===== config.mk =====
export PLATFORM = sky130hd
export DESIGN_NAME = dbg_panel_ctrl
export DESIGN_NICKNAME = d
export VERILOG_FILES = /design/src/rtl/dbg_panel_ctrl.sv
export SDC_FILE = /design/constraint.sdc
export NUM_CORES = 1
export LEC_CHECK = 0
export ABC_AREA = 1
export CAP_MARGIN = 10
export CORE_MARGIN = 3
export CORE_UTILIZATION = 56
export CTS_BUF_LIST = sky130_fd_sc_hd__clkbuf_16
export CTS_CLUSTER_SIZE = 30
export DETAILED_ROUTE_END_ITERATION = 7
export GPL_TIMING_DRIVEN = 0
export HOLD_SLACK_MARGIN = 0.1
export PLACE_DENSITY = 0.8
export SLEW_MARGIN = 15
export SYNTH_ARGS = -nofsm -noshare
export SYNTH_HDL_FRONTEND = slang
export SYNTH_SLANG_ARGS = --single-unit
export TNS_END_PERCENT = 10

===== constraint.sdc =====
create_clock -name clk_25m -period 5 [get_ports clk_25m]
set_input_delay 1 -clock clk_25m [delete_from_list [all_inputs] [get_ports clk_25m]]
set_output_delay 1 -clock clk_25m [all_outputs]
set_load 0.05 [all_outputs]

===== src/rtl/dbg_panel_ctrl.sv =====
`default_nettype none
// +------------------------------------------------------------------------+
// | Module   : dbg_panel_ctrl                                              |
// | Purpose  : Debug-panel controller: switch debounce and select decode,  |
// |            clock-monitor count qualification, debug LED pattern mux.   |
// | Revision : 1.0 - initial release                                       |
// +------------------------------------------------------------------------+
module dbg_panel_ctrl #(
  parameter int unsigned DEB_CYCLES = 250_000,
  parameter int unsigned HB_MSB     = 24,
  parameter logic [31:0] CNT0_MIN   = 32'd1_248_750,
  parameter logic [31:0] CNT0_MAX   = 32'd1_251_250,
  parameter logic [31:0] CNT1_MIN   = 32'd1_483_515,
  parameter logic [31:0] CNT1_MAX   = 32'd1_486_485
) (
  input  logic        clk_25m,
  input  logic        rst_in,
  input  logic [3:0]  sw_n_i,
  input  logic [31:0] mon_cnt0_i,
  input  logic [31:0] mon_cnt1_i,
  input  logic        mon_vld_i,
  input  logic        clr_fault_i,
  output logic [2:0]  sel_o,
  output logic [1:0]  clk_ok_o,
  output logic [1:0]  clk_fault_o,
  output logic [3:0]  led_o
);

  localparam int unsigned      DEB_W    = $clog2(DEB_CYCLES);
  localparam logic [DEB_W-1:0] DEB_LAST = DEB_W'(DEB_CYCLES - 1);
  localparam int unsigned      HB_W     = HB_MSB + 1;

  logic [3:0]      sw_meta_q;
  logic [3:0]      sw_sync_q;
  logic [3:0]      stable_w;
  logic [2:0]      sel_q, sel_d;
  logic [HB_W-1:0] hb_q;
  logic [3:0]      led_q, led_d;

  // Two-flop synchronizer on the raw switch pins; released (1) out of reset.
  always_ff @(posedge clk_25m or posedge rst_in) begin
    if (rst_in) begin
      sw_meta_q <= 4'hF;
      sw_sync_q <= 4'hF;
    end else begin
      sw_meta_q <= sw_n_i;
      sw_sync_q <= sw_meta_q;
    end
  end

  generate
    for (genvar i = 0; i < 4; i++) begin : g_deb
      logic             stab_q, stab_d;
      logic [DEB_W-1:0] cnt_q, cnt_d;

      // Accept a new level only after it has differed for DEB_CYCLES cycles.
      always_comb begin
        stab_d = stab_q;
        cnt_d  = cnt_q;
        if (sw_sync_q[i] == stab_q) begin
          cnt_d = '0;
        end else if (cnt_q == DEB_LAST) begin
          stab_d = sw_sync_q[i];
          cnt_d  = '0;
        end else begin
          cnt_d = cnt_q + DEB_W'(1);
        end
      end

      // Debounce state register.
      always_ff @(posedge clk_25m or posedge rst_in) begin
        if (rst_in) begin
          stab_q <= 1'b1;
          cnt_q  <= '0;
        end else begin
          stab_q <= stab_d;
          cnt_q  <= cnt_d;
        end
      end

      assign stable_w[i] = stab_q;
    end
  endgenerate

  // Priority decode: lowest-index pressed switch wins.
  always_comb begin
    sel_d = 3'd0;
    if (!stable_w[0])      sel_d = 3'd1;
    else if (!stable_w[1]) sel_d = 3'd2;
    else if (!stable_w[2]) sel_d = 3'd3;
    else if (!stable_w[3]) sel_d = 3'd4;
  end

  generate
    for (genvar i = 0; i < 2; i++) begin : g_hlth
      logic [31:0] cnt_w;
      logic        in_rng_w;
      logic [1:0]  good_q, good_d;
      logic        ok_q, ok_d;
      logic        fault_q, fault_d;

      assign cnt_w    = (i == 0) ? mon_cnt0_i : mon_cnt1_i;
      assign in_rng_w = (i == 0) ? ((cnt_w >= CNT0_MIN) && (cnt_w <= CNT0_MAX))
                                 : ((cnt_w >= CNT1_MIN) && (cnt_w <= CNT1_MAX));

      // Qualify on each strobe; an out-of-range sample overrides a fault clear.
      always_comb begin
        good_d  = good_q;
        ok_d    = ok_q;
        fault_d = fault_q;
        if (clr_fault_i) fault_d = 1'b0;
        if (mon_vld_i) begin
          if (in_rng_w) begin
            good_d = (good_q == 2'd2) ? 2'd2 : good_q + 2'd1;
            if (good_d == 2'd2) ok_d = 1'b1;
          end else begin
            good_d  = 2'd0;
            ok_d    = 1'b0;
            fault_d = 1'b1;
          end
        end
      end

      // Clock-health state register.
      always_ff @(posedge clk_25m or posedge rst_in) begin
        if (rst_in) begin
          good_q  <= 2'd0;
          ok_q    <= 1'b0;
          fault_q <= 1'b0;
        end else begin
          good_q  <= good_d;
          ok_q    <= ok_d;
          fault_q <= fault_d;
        end
      end

      assign clk_ok_o[i]    = ok_q;
      assign clk_fault_o[i] = fault_q;
    end
  endgenerate

  // LED pattern chosen by the registered display select.
  always_comb begin
    led_d = 4'h0;
    case (sel_q)
      3'd0:    led_d = {clk_fault_o, clk_ok_o};
      3'd1:    led_d = hb_q[HB_MSB -: 4];
      3'd2:    led_d = {hb_q[HB_MSB], 1'b0, clk_ok_o};
      3'd3:    led_d = {hb_q[HB_MSB], 1'b0, clk_fault_o};
      3'd4:    led_d = 4'hF;
      default: led_d = 4'h0;
    endcase
  end

  // Select, heartbeat and LED output registers.
  always_ff @(posedge clk_25m or posedge rst_in) begin
    if (rst_in) begin
      sel_q <= 3'd0;
      hb_q  <= '0;
      led_q <= 4'h0;
    end else begin
      sel_q <= sel_d;
      hb_q  <= hb_q + HB_W'(1);
      led_q <= led_d;
    end
  end

  assign sel_o = sel_q;
  assign led_o = led_q;

endmodule
`default_nettype wire

### Word level (Yosys, flattened, before mapping)

Index checks and enable logic that the tools add are counted.

| storage, ports and cells | value |
|---|---|
| flip-flop bits (word level) | 124 |
| output and inout bits | 11 |
| word-level logic and storage cells | 88 |

| cells by class | value |
|---|---|
| $add $sub $neg | 7 |
| order comparisons | 4 |
| equality and inequality tests | 18 |
| muxes and demuxes | 27 |
| bitwise gates (word level) | 4 |
| reduce and logical (&&, ||, !) cells | 9 |

Operators by type and width:

| kind | count |
|---|---|
| 18-bit 2-to-1 mux | 8 |
| 18-bit by 1-bit adder with 18-bit output, second input constant | 4 |
| 18-bit == test, second input constant | 4 |
| 32-bit by 21-bit >= comparator with 1-bit output, second input constant | 2 |
| 32-bit by 21-bit <= comparator with 1-bit output, second input constant | 2 |
| 25-bit by 1-bit adder with 25-bit output, second input constant | 1 |
| 4-bit case mux with 5 select lines | 1 |
| 3-bit 2-to-1 mux | 4 |
| 2-bit AND reduction | 6 |
| 1-bit 2-to-1 mux | 10 |
| 2-bit == test, second input constant | 4 |
| 2-bit 2-to-1 mux | 4 |
| 3-bit by 2-bit == test with 1-bit output, second input constant | 2 |
| 2-bit by 1-bit adder with 2-bit output, second input constant | 2 |
| 1-bit == test | 4 |
| 2-bit by 1-bit != test with 1-bit output, second input constant | 2 |
| 1-bit NOT | 4 |
| 3-bit by 1-bit == test with 1-bit output, second input constant | 1 |
| 3-bit == test, second input constant | 1 |
| 3-bit logical NOT | 1 |
| 1-bit logical AND | 2 |

### Longest topological paths before layout

| depth | value |
|---|---|
| word-level depth | 5 |
| gate-level depth with buffers | 14 |
| gate-level depth less buffers | 14 |

### Worst setup path before layout

No wires, ideal clock.

| path | value |
|---|---|
| path kind | input port to flip-flop |
| from | input mon_cnt0_i[23] |
| to | register g_hlth[0].ok_q |
| setup time | 0.118 ns |
| arrival time | 1.844 ns |
| required time | 4.882 ns |
| slack | 3.038 ns |
| stages on the path | 10 |
| path through | nor3_1 -> nand3_1 -> nor2_1 -> nand2_1 -> nand2_1 -> nand2_1 -> nand2_1 -> nand2_1 -> nand2_1 -> nand2_1 |

| between the ends | value |
|---|---|
| longest elaborated chain between the ends | 4 |

RTL lines:

| what | line | source |
|---|---|---|
| start, declared | 19 | `input logic [31:0] mon_cnt0_i,` |
| 32-bit by 21-bit >= comparator with 1-bit output or 32-bit by 21-bit <= comparator with 1-bit output (tied branches) | 103 | `assign in_rng_w = (i == 0) ? ((cnt_w >= CNT0_MIN) && (cnt_w <= CNT0_MAX))` |
| 1-bit logical AND * | 103 |  |
| 2-bit by 1-bit != test with 1-bit output (no source line) | - |  |
| 2-bit AND reduction (no source line) | - |  |
| end signal, assigned | 132 | `ok_q <= ok_d;` |
| end, declared | 99 | `logic ok_q, ok_d;` |

Mark *: on every way between the ends. The rest lies on a longest branch, timed or not.
A chain may end at the register's enable or synchronous reset.

### Worst setup path in the final report

| path | value |
|---|---|
| from | register g_hlth[1].fault_q |
| to | output clk_fault_o[1] |

RTL lines:

| what | line | source |
|---|---|---|
| start, declared | 100 | `logic fault_q, fault_d;` |
| start signal, assigned | 133 | `fault_q <= fault_d;` |
| end, declared | 25 | `output logic [1:0] clk_fault_o,` |

No word-level cell between the ends.

==> results.md <==
- Run status: completed
- Via-per-instance ratio: ~5.4
- Setup crit start kind: flop
- Starting Density: 57.86%
- Sw power: 0.5077 mW
- Fin crit period: around 2.8 ns
- PwrDens: ~290 nW/µm²
- DRT Wirelength: 14470 µm
- Worst-Margin Slew: 0.5480 ns
- Fin crit share: between 50% and 60%
- Worst-Skew Late Latency: 0.41 ns
- CTS tree: yes
- First-pass GRT wire length: between 20000 and 25000 µm
- Die ar.: around 13000 µm²
- Area delta synth->final: 24.43%
- Worst Skew: 0.004729 ns
- Crit. End Element: output pin
- Detailed-router iteration count before antenna repair: 5
- Cell variety after synth: 41
- I/O Buffers: between 80 and 90
- Final cell count without fillers: roughly 1100
- #FFs+latches synth: roughly 120
- Post-CTS setup repair buffer count: 0
- GRT Util Overall: a little under a quarter
- Final #Nets: about 980
- Die H: roughly 120 µm
- Post-synthesis cell area: 6663 µm²
- Max_cap viols: 0
- H-tree depth: 4
- RSZ-0062 raised after global routing: false
- Syn Inst Count: 804
- Per-cell routed wire length: roughly 14 µm
- # IOs: 83
- Site Rows: 39
- Die Wd: roughly 120 µm
- YS warnings: 0
- Fin Setup TNS: 0 ns
- Final Setup Violations: 0
- Slew Limit Headroom: 63.35%
- Internal power: ~1.9 mW
- Commonest cells after routing, fill and taps aside: nand2_1 (151), nor2_1 (117), dfrtp_1 (112)
- Number of max-slew violations in the final report: 0
- Residual DRC count: 0
- Post-cts sizing count: 0
- Clock slew at reported path FFs: approximately 0.060 ns
- Placed wire-length estimate: around 11000 µm
- Avg Inst Size Synth: around 8.3 µm²
- CP required: approximately 4 ns
- Routability cong.: slightly above 0.9
- Syn_nets: slightly below 900
- Vias: 5688
- Worst EP arrival: approximately 1.8 ns
- Peak VDD IR: around 0.27 mV
- Share of cells above drive strength 1: between 10% and 20%
- Antenna Cells: 0
- Grt ovf: 0
- CTS root buffer: clkbuf_16
- Fmax: between 300 and 400 MHz
- Static Leak: 3.732 nW
- Clock power frac: between 50% and 60%
- Reg power frac: between 40% and 50%
- Largest net degree at the start of global routing: just under 70
- Fin. Hold Viols: 0
- Worst hold slack: approximately 0.36 ns
- Core area: about 12000 µm²
- Deepest clock path buffer count: 2
- CTS sink cnt: approximately 120
- CTS Hold Bufs: 0
- Share of total power in combinational logic: under 10%
- Post-synthesis sequential area ratio: a little under half
- Vias in the first global route: 5602
- Crit path kind: flop to output pin
- Drt first-iter violations: ~400
- Number of CTS-inserted buffers: 17
- Worst Path Max Fanout: 4
- Placed Cells: 1029
- Most common cell after layout, fill and taps aside: nand2_1
- Worst min path class: flop to flop
- Number of antenna violations at the first check in global routing: 0
- Sw frac: 20.97%
- Final ANT Viol Nets: 0
==> cells in the mapped netlist <==
library cell	count	area share, %
a21o_1	1	0.11
a21oi_1	18	1.4
a21oi_2	1	0.13
a22oi_1	1	0.11
a31o_2	2	0.26
a31oi_1	5	0.47
and3_1	3	0.28
buf_4	4	0.45
clkbuf_1	2	0.11
dfrtp_1	112	42
dfstp_2	12	4.7
ha_1	7	1.3
inv_1	108	6.1
inv_2	8	0.45
mux2_2	3	0.51
nand2_1	151	8.5
nand2_2	4	0.38
nand2_4	2	0.34
nand3_1	39	2.9
nand3_2	8	1.2
nand3b_1	3	0.34
nand4_1	40	3.8
nor2_1	117	6.6
nor2_2	4	0.38
nor2_4	8	1.4
nor2_8	1	0.30
nor3_1	32	2.4
nor3_2	4	0.60
nor3_4	2	0.49
nor3b_1	6	0.68
nor4_1	10	0.94
nor4_2	1	0.19
nor4_4	2	0.64
o211ai_1	2	0.23
o21ai_0	17	1.3
o21ai_1	3	0.23
o22ai_1	2	0.19
or2_2	2	0.19
or3_1	1	0.094
xnor2_1	11	1.4
xor2_1	45	5.9
==> metrics by stage <==
stage	instance area (µm²)	total power, mW	setup slack, ns	util, %
2_1_floorplan	6663	1.105	0.7206	-
3_3_place_gp	7652	1.180	-0.8328	66.45
3_5_place_dp	7685	1.188	2.414	66.73
4_1_cts	8290	2.445	2.200	71.99
5_1_grt	8290	2.514	2.184	71.99
6_report	8290	2.421	2.214	71.99
==> final timing paths <==
check | start | endpoint | slack [ns] | cells after the start
setup reg to reg | g_deb[3].cnt_q[0] | g_deb[3].cnt_q[15] | 3.16 | 6
min in group asynchronous | rst_in | g_deb[1].cnt_q[0] | 1.02 | 2
hold / removal | sw_meta_q[2] | sw_sync_q[2] | 0.36 | 0
max in group asynchronous | rst_in | sw_sync_q[3] | 3.26 | 3
setup / recovery | g_hlth[1].fault_q | clk_fault_o[1] | 2.21 | 2
hold reg to reg | sw_meta_q[2] | sw_sync_q[2] | 0.36 | 0
==> logic make-up (layout without fill, tap and decap cells) <==
family,count (synthesis),after routing,share of synthesized area [%]
AOI/OAI and AO/OA,52,52,4.357
and+or+nand+nor,440,440,32.56
buffers and inverters,122,236,7.099
adders and majority gates,7,7,1.314
muxes,3,3,0.5070
DFF,124,124,46.80
xor gates and xnor gates,56,56,7.361
==> state kept, by name, indices dropped and copies added, names as in the netlist <==
register,flops
sw_meta_q,4
hb_q,25
g_deb.cnt_q,72
g_deb.stab_q,4
led_o,4
g_hlth.ok_q,2
sw_sync_q,4
sel_o,3
g_hlth.good_q,4
g_hlth.fault_q,2
==> critical path, stage by stage (launching register included) <==
cell,delay [ns]
dfrtp_1,0.42
buf_4,0.14
clkdlybuf4s50_1,0.82
==> power groups by stage <==
stage	clock [mW]	combinational (mW)	sequential, mW
detailed placement	0	0.142	1.05
global route	1.33	0.157	1.03
global placement	0	0.135	1.05
floorplan	0	0.0616	1.04
finish	1.25	0.141	1.03
CTS	1.27	0.143	1.03
==> final cells by class <==
class / instances / area, µm²
well taps: 143 / 178.9
clock buffers: 17 / 425.4
clock inverters: 15 / 180.2
fillers: 842 / 3226
repair buffers: 82 / 838.3
inverters: 116 / 440.4
flip-flops and latches: 124 / 3118
plain buffers: 6 / 37.54
multi-input cells: 558 / 3072
==> per-layer routing <==
layer | vias to the layer above | track usage [%] | part of all wire (%)
met1 | 2682 | 27.85 | 42
met4 | 0 | 7.121 | 1.7
met2 | 158 | 40.82 | 53
li1 | 2819 | - | -
met3 | 29 | 5.947 | 3.9
met5 | - | 0 | 0
Note: power is estimated with default switching activity, not from simulation.
